File: src/rtl/led_mode_controller_if.sv
// Signal bundle between the button/LED board logic and led_mode_controller.
// Handshake: there is no valid/ready pair. sw_db is sampled on every rising
// clock edge; led_o and mode_o are registered and valid every cycle. long_press_o
// is a single-cycle strobe that is valid in the cycle it is high.
interface led_mode_controller_if;
  logic       sw_db;
  logic       led_o;
  logic [2:0] mode_o;
  logic       long_press_o;

  // Board side: drives the debounced button, observes the LED state.
  modport master (
    output sw_db,
    input  led_o,
    input  mode_o,
    input  long_press_o
  );

  // Controller side.
  modport slave (
    input  sw_db,
    output led_o,
    output mode_o,
    output long_press_o
  );
endinterface

File: src/rtl/led_mode_controller.sv
// Status LED sequencer: each short press/release steps OFF->ON->SLOW->FAST->OFF,
// a long press forces OFF and emits a one-cycle long_press_o strobe.
// Optional macro LED_DIM_EN inserts a PWM-dimmed DIM mode after FAST.
// The current mode register is the controller state and is exported on mode_o.
module led_mode_controller #(
  parameter int LONG_PRESS_CYCLES = 25000000,
  parameter int BLINK_SLOW_HALF   = 12500000,
  parameter int BLINK_FAST_HALF   = 3125000,
  parameter int PWM_PERIOD        = 16,
  parameter int PWM_DUTY          = 4
) (
  input  logic                 clk,
  input  logic                 rst,
  led_mode_controller_if.slave bus
);

  localparam logic [2:0] MODE_OFF  = 3'd0;
  localparam logic [2:0] MODE_ON   = 3'd1;
  localparam logic [2:0] MODE_SLOW = 3'd2;
  localparam logic [2:0] MODE_FAST = 3'd3;
  localparam logic [2:0] MODE_DIM  = 3'd4;

  // Hold counter saturates at LONG_PRESS_CYCLES, so it needs that value to fit.
  localparam int HW = $clog2(LONG_PRESS_CYCLES + 1);
  localparam logic [HW-1:0] HOLD_SAT  = HW'(LONG_PRESS_CYCLES);
  localparam logic [HW-1:0] HOLD_FIRE = HW'(LONG_PRESS_CYCLES - 1);

  // Blink counter only reaches HALF-1 of the larger half-period.
  localparam int BLINK_MAX = (BLINK_SLOW_HALF > BLINK_FAST_HALF) ? BLINK_SLOW_HALF
                                                                 : BLINK_FAST_HALF;
  localparam int BW = (BLINK_MAX > 1) ? $clog2(BLINK_MAX) : 1;
  localparam logic [BW-1:0] SLOW_LAST = BW'(BLINK_SLOW_HALF - 1);
  localparam logic [BW-1:0] FAST_LAST = BW'(BLINK_FAST_HALF - 1);

  // Elaboration-time sanity checks on the configuration.
  generate
    if (LONG_PRESS_CYCLES < 2) begin : g_bad_long
      $error("LONG_PRESS_CYCLES must be at least 2");
    end
    if (BLINK_SLOW_HALF < 1 || BLINK_FAST_HALF < 1) begin : g_bad_blink
      $error("blink half-periods must be at least 1");
    end
    if (PWM_DUTY <= 0 || PWM_DUTY >= PWM_PERIOD) begin : g_bad_pwm
      $error("PWM_DUTY must satisfy 0 < PWM_DUTY < PWM_PERIOD");
    end
  endgenerate

`ifdef LED_DIM_EN
  localparam int PW = $clog2(PWM_PERIOD);
  localparam logic [PW-1:0] PWM_LAST = PW'(PWM_PERIOD - 1);
  localparam logic [PW-1:0] PWM_ON   = PW'(PWM_DUTY);
  logic [PW-1:0] pwm_q, pwm_d;
`endif

  logic          sw_q, sw_d;
  logic [HW-1:0] hold_q, hold_d;
  logic          long_fired_q, long_fired_d;
  logic [BW-1:0] blink_q, blink_d;
  logic [2:0]    mode_q, mode_d;
  logic          led_q, led_d;
  logic          long_press_q, long_press_d;

  logic          press_edge, release_edge, held;
  logic          mode_entry;
  logic [2:0]    next_mode;
  logic [BW-1:0] blink_last;

  assign press_edge   =  bus.sw_db & ~sw_q;
  assign release_edge = ~bus.sw_db &  sw_q;
  assign held         =  bus.sw_db &  sw_q;

  // Successor mode for a short press.
  always_comb begin
    next_mode = MODE_OFF;
    case (mode_q)
      MODE_OFF:  next_mode = MODE_ON;
      MODE_ON:   next_mode = MODE_SLOW;
      MODE_SLOW: next_mode = MODE_FAST;
`ifdef LED_DIM_EN
      MODE_FAST: next_mode = MODE_DIM;
      MODE_DIM:  next_mode = MODE_OFF;
`else
      MODE_FAST: next_mode = MODE_OFF;
`endif
      default:   next_mode = MODE_OFF;
    endcase
  end

  // Button edge handling, hold timing and mode selection.
  always_comb begin
    sw_d         = bus.sw_db;
    hold_d       = hold_q;
    long_fired_d = long_fired_q;
    long_press_d = 1'b0;
    mode_d       = mode_q;
    if (press_edge) begin
      hold_d       = HW'(1);
      long_fired_d = 1'b0;
    end else if (held) begin
      if (hold_q != HOLD_SAT) begin
        hold_d = hold_q + HW'(1);
      end
      // long_fired keeps a still-held button from pulsing twice.
      if (hold_q == HOLD_FIRE && !long_fired_q) begin
        long_fired_d = 1'b1;
        long_press_d = 1'b1;
        mode_d       = MODE_OFF;
      end
    end else if (release_edge) begin
      hold_d = '0;
      // The release that ends a long press must not also step the mode.
      if (!long_fired_q) begin
        mode_d = next_mode;
      end
    end
  end

  assign mode_entry = (mode_d != mode_q);
  assign blink_last = (mode_d == MODE_SLOW) ? SLOW_LAST : FAST_LAST;

  // LED drive for the mode being entered or held; counters restart on any mode change.
  always_comb begin
    blink_d = '0;
    led_d   = 1'b0;
`ifdef LED_DIM_EN
    pwm_d   = '0;
`endif
    case (mode_d)
      MODE_ON: led_d = 1'b1;
      MODE_SLOW, MODE_FAST: begin
        if (mode_entry) begin
          blink_d = '0;
          led_d   = 1'b1;
        end else if (blink_q == blink_last) begin
          blink_d = '0;
          led_d   = ~led_q;
        end else begin
          blink_d = blink_q + BW'(1);
          led_d   = led_q;
        end
      end
`ifdef LED_DIM_EN
      MODE_DIM: begin
        if (mode_entry || pwm_q == PWM_LAST) begin
          pwm_d = '0;
        end else begin
          pwm_d = pwm_q + PW'(1);
        end
        led_d = (pwm_d < PWM_ON);
      end
`endif
      default: led_d = 1'b0;
    endcase
  end

  // State registers with synchronous active-high reset.
  always_ff @(posedge clk) begin
    if (rst) begin
      sw_q         <= 1'b0;
      hold_q       <= '0;
      long_fired_q <= 1'b0;
      blink_q      <= '0;
      mode_q       <= MODE_OFF;
      led_q        <= 1'b0;
      long_press_q <= 1'b0;
    end else begin
      sw_q         <= sw_d;
      hold_q       <= hold_d;
      long_fired_q <= long_fired_d;
      blink_q      <= blink_d;
      mode_q       <= mode_d;
      led_q        <= led_d;
      long_press_q <= long_press_d;
    end
  end

`ifdef LED_DIM_EN
  // PWM phase counter for DIM mode.
  always_ff @(posedge clk) begin
    if (rst) begin
      pwm_q <= '0;
    end else begin
      pwm_q <= pwm_d;
    end
  end
`endif

  assign bus.led_o        = led_q;
  assign bus.mode_o       = mode_q;
  assign bus.long_press_o = long_press_q;

endmodule

File: src/flat_wrapper.sv
// flat-port wrapper written by rule: the top's interface ports become plain ports
module led_mode_controller_flat 
#(
  parameter int LONG_PRESS_CYCLES = 25000000,
  parameter int BLINK_SLOW_HALF   = 12500000,
  parameter int BLINK_FAST_HALF   = 3125000,
  parameter int PWM_PERIOD        = 16,
  parameter int PWM_DUTY          = 4
)
  (clk, rst, bus_sw_db, bus_led_o, bus_mode_o, bus_long_press_o);
  led_mode_controller_if bus_i ();
  input  logic clk;
  input  logic rst;
  input wire logic [$bits(bus_i.sw_db)-1:0] bus_sw_db;
  output wire logic [$bits(bus_i.led_o)-1:0] bus_led_o;
  output wire logic [$bits(bus_i.mode_o)-1:0] bus_mode_o;
  output wire logic [$bits(bus_i.long_press_o)-1:0] bus_long_press_o;
  assign bus_i.sw_db = bus_sw_db;
  assign bus_led_o = bus_i.led_o;
  assign bus_mode_o = bus_i.mode_o;
  assign bus_long_press_o = bus_i.long_press_o;
  led_mode_controller #(.LONG_PRESS_CYCLES(LONG_PRESS_CYCLES), .BLINK_SLOW_HALF(BLINK_SLOW_HALF), .BLINK_FAST_HALF(BLINK_FAST_HALF), .PWM_PERIOD(PWM_PERIOD), .PWM_DUTY(PWM_DUTY)) u_core (.clk(clk), .rst(rst), .bus(bus_i));
endmodule
File: config.mk
export PLATFORM = sky130hd
export DESIGN_NAME = led_mode_controller_flat
export DESIGN_NICKNAME = d
export VERILOG_FILES = /design/src/rtl/led_mode_controller_if.sv /design/src/rtl/led_mode_controller.sv /design/src/flat_wrapper.sv
export SDC_FILE = /design/constraint.sdc
export NUM_CORES = 1
export LEC_CHECK = 0
export CORE_MARGIN = 2
export CORE_UTILIZATION = 55
export DETAILED_ROUTE_END_ITERATION = 10
export GPL_TIMING_DRIVEN = 0
export HOLD_SLACK_MARGIN = 0.15
export PLACE_DENSITY_LB_ADDON = 0.05
export SETUP_SLACK_MARGIN = 0.3
export SLEW_MARGIN = 10
export SYNTH_ARGS = -nofsm -noshare
export SYNTH_HDL_FRONTEND = slang
export SYNTH_SLANG_ARGS = --single-unit
File: constraint.sdc
create_clock -name clk -period 2.85 [get_ports clk]
set_input_delay 0.57 -clock clk [delete_from_list [all_inputs] [get_ports clk]]
set_output_delay 0.57 -clock clk [all_outputs]
set_load 0.005 [all_outputs]
==> reports/results.txt, run 1 <==
Synth-to-Final Area Change: 9.90%
Reg clk slew, reported paths: 0.10 ns
CTS tree: built
Kind of cell adding the most delay to the critical path: buffers and inverters
Net Count, Synth: 327
DIE HEIGHT: 75.6 um
Unrepaired setup endpoints after global routing: no
Post-synth EDFFs: 0
Static Leakage: 0.879 nW
Initial detailed-routing violation count: 62
Avg Inst Size Synth: 8.78 um^2
Post-route ant nets: 0
Row cnt: 26
Max cap viols: 0
Synth cell types: 45
Syn Inst Count: 321
Met3 Routed Length: 125 um
Setup TNS: 0 ns
Drt drc: 0
H-tree depth: 2
Worst path slowest cell: clkdlybuf4s50_1
Routed wire length: 5400 um
Slew @ Worst Pin: 0.650 ns
Hold Fails Final Rpt: 0
CP endpoint kind: flop
CP Cell Sequence: clkdlybuf4s50_1 > nor3b_2 > mux2i_1 > a21oi_2 > a22oi_4 > buf_6 > nor3_2
Largest family of logic cells by synthesized area: simple AND/OR/NAND/NOR gates
Clock latency on the worst-skew pair: 0.32 ns
CP Buf/Inv Count: 2
Placer Congestion: 0.826
Initial antenna violation count: 0
Sink Count: 56
Post-Synth Simple-Gate Area: 36.5%
Multiplexer area fraction after synthesis: 0.710%
Met1 Wirelength: 2570 um
Top Layer Used: met4
Syn Std Cell Area: 0.00282 mm^2
Met2 routed WL: 2640 um
CTS Buf Count: 5
Worst hold margin: 0.495 ns
Core area: 0.00501 mm^2
Register area share after synthesis: 39.8%
Post-synthesis async set-or-reset flop share: 0%
Synthesis-stage register bit count: 56
Initial Utilization: 56.3%
HPWL Detailed: 3970 um
Minimum clock period: 2.38 ns
I/O Pins: 8
Worst EP required: 3.07 ns
Hold_buf cts: 0
Maximum vdd drop: 273 uV
Max Slew Vio Count: 0
Min-Delay Path Class: flop to flop
Final setup violating endpoints: 0
Die ar.: 0.00571 mm^2
Grt ovf: 0
First-pass GRT wire length: 9040 um
Max_slew headroom: 56.3%
Clock root cell: clkbuf_8
Status: complete, no violations
Post-Synth Adder-Cell Area: 1.33%
Arrival time worst endpoint: 2.60 ns
Top cells by instance count after synthesis: dfxtp_1 (56), nor2_1 (36), nand2_1 (28)
Skew final: 0.0117 ns
Pwr per Cell Area: 446 mW/mm^2
Post-DR wirelength/cell: 13.3 um
Leading cell type by number of instances after synthesis: dfxtp_1
Final Cycle Share: 83.6%
Ant diodes: 0
Avg Vias per Cell: 5.41
Startpoint Class: primary input
Max Fanout on Critical Path: 10
Final layout net count: 341
WS Path Type: primary input to flop
Vias in the first global route: 1980
Compound-Gate Fraction of Synth Area: 5.59%
Fraction of layout cells with a size suffix above 1: 11.0%
Clock buffer depth: 2
Yosys top cell by area: dfxtp_1
PortBufs: 7
Main synth FF type: dfxtp_1
Fmax: 0.420 GHz
XOR/XNOR Fraction of Synth Area: 12.7%
Post-Route Utilization: 61.8%
Global Route Usage Sum: 20.7%
YS warnings: 0
Largest net degree at the start of global routing: 19
1st-pass router iterations: 4
Top cells by area, synth: dfxtp_1 (40%), xnor2_1 (8.4%), nor2_1 (4.8%), nor3_1 (4.8%), xor2_1 (4.3%)
Largest stage delay, worst path: 0.55 ns
Synth top area share: 39.8%
Routed vias: 2196
Chip Width: 75.6 um
==> report_power, final <==
group          switching (mW)  internal [mW]
combinational          0.0356         0.0222
sequential            0.00558          0.786
clock                   0.268          0.265
total                   0.309           1.07
==> state kept, by name, summed over array words and instances, names as in the netlist <==
register and flops:
u_core.sw_q 1, u_core.hold_q 25, u_core.bus.mode_o 3, u_core.long_fired_q 1
u_core.blink_q 24, u_core.bus.led_o 1, u_core.bus.long_press_o 1
==> worst reg2reg max path, stage by stage, from the launching register on <==
cell and delay, ns:
dfxtp_1 0.37, or4b_4 0.58, nor4_4 0.40, a21oi_1 0.18
nand2_1 0.24, buf_4 0.22, nor3_1 0.07
==> final cells by class <==
class	instances	area, um^2
repair buffers	7	70.1
plain buffers	8	56.3
flip-flops and latches	56	1120
fillers	467	1910
clock buffers	5	68.8
multi-input cells	247	1610
well taps	70	87.6
clock inverters	3	47.5
inverters	10	37.5
==> logic make-up after synthesis <==
family,Yosys count
and+or+nand+nor,177
muxes,2
buffers and inverters,18
xor gates and xnor gates,41
DFF,56
AOI/OAI and AO/OA,24
adders and majority gates,3
==> path summary, 6_finish.rpt <==
kind	cells past startpoint	end	start	slack (ns)
min reg2reg	1	u_core.blink_q[0]	u_core.blink_q[0]	0.50
min	1	u_core.blink_q[0]	u_core.blink_q[0]	0.50
max reg2reg	6	u_core.blink_q[10]	u_core.hold_q[7]	0.69
max	7	u_core.blink_q[20]	bus_sw_db	0.47
==> cells in the final DEF (no fill, tap or decap), types with 2 or more instances in the layout <==
cell	count
a211oi_1	3
a21oi_1	9
and2_1	2
and3_1	6
and4_1	3
buf_6	3
clkbuf_1	4
clkbuf_8	5
clkdlybuf4s50_1	7
clkinv_4	2
dfxtp_1	56
ha_1	3
inv_1	10
mux2i_1	2
nand2_1	28
nand3_1	22
nand4_1	6
nand4b_1	3
nor2_1	36
nor3_1	27
nor3_2	11
nor3b_1	3
nor4_1	7
nor4_2	2
nor4_4	2
o21ai_0	7
or2_2	2
or3_1	3
or4_1	2
xnor2_1	27
xor2_1	14
==> layer usage <==
metal | up-vias | track usage, %
met5 | - | 0
met4 | 0 | 7.02
met3 | 8 | 4.50
met2 | 24 | 34.3
met1 | 1006 | 26.7
li1 | 1158 | -
==> repair_timing <==
item                       in CTS  in global routing
resized for setup               0                  1
setup endpoints to repair       0                 20
setup buffers                   0                  0
==> stage by stage <==
stage                     setup slack (ns)  power (mW)  std cells  instance area [um^2]
final                                0.467        1.38        406                  3100
after global routing                 0.340        1.44        406                  3100
after CTS                            0.313        1.40        406                  3090
after detailed placement           -0.0147       0.868        398                  2980
after global placement            -0.00298       0.867        398                  2980
after floorplan                      0.831       0.848        321                  2820
(Power assumes the default switching activity.)
==> inputs of run 2 (changes only) <==
==> constraint.sdc (replaced) <==
create_clock -name clk -period 1.95 [get_ports clk]
set_input_delay 0.39 -clock clk [delete_from_list [all_inputs] [get_ports clk]]
set_output_delay 0.39 -clock clk [all_outputs]
set_load 0.005 [all_outputs]
==> reports/results.txt, run 2 (synthesized netlist as in run 1, its figures left out) <==
Placer Congestion: 0.834 (+0.99%)
Comb power frac: 6.0% (+1.8 points)
Min-Delay Path Class: flop to flop
Pwr per Cell Area: 557 mW/mm^2 (+25%)
CTS Buf Count: 5 (unchanged)
WS Path Type: flop to flop
Commonest non-fill, non-tap cell in the layout: dfxtp_1
Global Route Usage Sum: 22.5% (+1.8 points)
Worst path slowest cell: or4_4
Hold Fails Final Rpt: 0 (unchanged)
Grt ovf: 0 (unchanged)
Clock root cell: clkbuf_8
Initial Utilization: 56.3% (unchanged)
Sink Count: 56 (unchanged)
Row cnt: 26 (unchanged)
Multi-input gate area: 0.00194 mm^2 (+21%)
Post-Route Utilization: 73.1% (+11 points)
Net Switching: 465 uW (+51%)
Maximum vdd drop: 502 uV (+84%)
Largest net degree at the start of global routing: 17 (-2)
Max cap viols: 0 (unchanged)
Cell internal pwr: 1.57 mW (+47%)
Vias in the first global route: 2199 (+11%)
Sw frac: 22.8% (+0.46 points)
Clock latency on the worst-skew pair: 0.32 ns (about the same)
Hold_buf cts: 0 (unchanged)
First-pass GRT wire length: 9720 um (+7.6%)
Unrepaired setup endpoints after global routing: yes
Ant diodes: 0 (unchanged)
Startpoint Class: flop
Chip Width: 75.6 um (unchanged)
Max FFs per register: 25 (unchanged)
Final layout net count: 361 (+5.9%)
Initial antenna violation count: 0 (unchanged)
Register bank with the most flops: u_core.hold_q
Failing checks: setup timing
H-tree depth: 2 (unchanged)
Status: finished, violations left
Clk pwr share: 37.8% (-0.8 points)
Max_slew headroom: 61.7% (+5.5 points)
Post-DR wirelength/cell: 15.0 um (+13%)
Sequential share of power: 56.3% (-1.0 points)
HPWL Detailed: 3820 um (-3.8%)
Final setup violating endpoints: 5 (+5)
Die ar.: 0.00571 mm^2 (unchanged)
Final Cycle Share: 101%
Routed vias: 2418 (+10%)
Register area: 0.00116 mm^2 (+3.9%)
Max Slew Vio Count: 0 (unchanged)
Drt drc: 0 (unchanged)
Pwr Total: 2.04 mW (+48%)
PortBufs: 7 (unchanged)
Max Fanout on Critical Path: 5 (-5)
Fmax: 0.510 GHz
Final setup margin: -0.00999 ns (-0.477 ns)
Post-route ant nets: 0 (unchanged)
Kind of cell adding the most delay to the critical path: simple AND/OR/NAND/NOR gates
Avg Vias per Cell: 5.68 (+4.9%)
Largest stage delay, worst path: 0.54 ns (about the same)
Reg clk slew, reported paths: 0.10 ns (about the same)
CP endpoint kind: flop
Static Leakage: 1.16 nW (+32%)
Skew final: 0.00716 ns (-0.00459 ns)
Initial detailed-routing violation count: 124 (+100%)
Setup TNS: -0.0329 ns (-0.0329 ns)
Filler cells: 367 (-21%)
I/O Pins: 8 (unchanged)
1st-pass router iterations: 4 (unchanged)
Worst EP required: 2.17 ns (-0.90 ns)
Minimum clock period: 1.96 ns
Place WS: -0.652 ns (-0.637 ns)
CP Buf/Inv Count: 1 (-1)
CTS tree: built
Slew @ Worst Pin: 0.569 ns (-0.0811 ns)
CP Cell Sequence: or4_4 > nor4_4 > nand3_2 > a22oi_4 > buf_4 > nor3_2
Fraction of layout cells with a size suffix above 1: 35.4% (+24 points)
Routed wire length: 6410 um (+19%)
Commonest cells after routing, fill and taps aside: dfxtp_1 (37), nor2_1 (33), xnor2_1 (27)
Arrival time worst endpoint: 2.18 ns (-0.42 ns)
Clock buffer depth: 2 (unchanged)
Core area: 0.00501 mm^2 (unchanged)
Synth-to-Final Area Change: 29.8%
DIE HEIGHT: 75.6 um (unchanged)
==> run 2: cell types whose count changed in the layout (fill, tap and decap cells not counted), moves of 5 or more <==
cell / delta
buf_4: +15
dfxtp_1: -19
dfxtp_2: +11
dfxtp_4: +8
nor3_1: -17
nor3_2: +13
nor4_1: -5
nor4_4: +5
==> run 2: timing repair <==
action / 4_1_cts / 5_1_grt
buffers inserted: 13 / 6
gates cloned: 1 / 0
setup endpoints to repair: 56 / 52
pin swaps: 6 / 19
gates resized for setup: 51 / 52
==> run 2: final cells by class <==
class	instances	area share [%]
clock buffers	6	1.98
plain buffers	8	2.43
flip-flops and latches	56	31.8
repair buffers	27	6.39
clock inverters	2	0.957
multi-input cells	247	53.0
inverters	10	1.03
well taps	70	2.39
==> run 2: stage by stage <==
step	instance area [um^2]	cells	hold WS (ns)
floorplan	2860	321	0.439
global placement	3010	398	0.464
detailed placement	3010	398	0.470
CTS	3420	420	0.473
global route	3660	426	0.494
finish	3660	426	0.483
==> run 2: power by group through the flow <==
stage	Combinational, mW	Clock [mW]	Sequential [mW]
global route	0.131	0.829	1.15
CTS	0.109	0.784	1.15
finish	0.122	0.770	1.15
global placement	0.0872	0	1.18
floorplan	0.0608	0	1.18
detailed placement	0.0877	0	1.18
==> run 2: final timing paths <==
| check | endpoint | slack (ns) | cells after the start | start |
|---|---|---|---|---|
| hold reg to reg | u_core.blink_q[0] | 0.48 | 1 | u_core.blink_q[0] |
| setup reg to reg | u_core.blink_q[10] | -0.01 | 6 | u_core.blink_q[7] |
| hold / removal | u_core.blink_q[0] | 0.48 | 1 | u_core.blink_q[0] |
| setup / recovery | u_core.blink_q[10] | -0.01 | 6 | u_core.blink_q[7] |
==> run 2: routing by layer <==
| layer | wire length [um] | GRT usage (%) | part of all wire [%] | vias up |
|---|---|---|---|---|
| met2 | 3220 | 37.6 | 50 | 36 |
| met5 | 0 | 0 | 0 | - |
| met1 | 2870 | 26.8 | 45 | 1168 |
| met4 | 174 | 9.75 | 2.7 | 0 |
| met3 | 149 | 6.48 | 2.3 | 13 |
| li1 | - | - | - | 1201 |
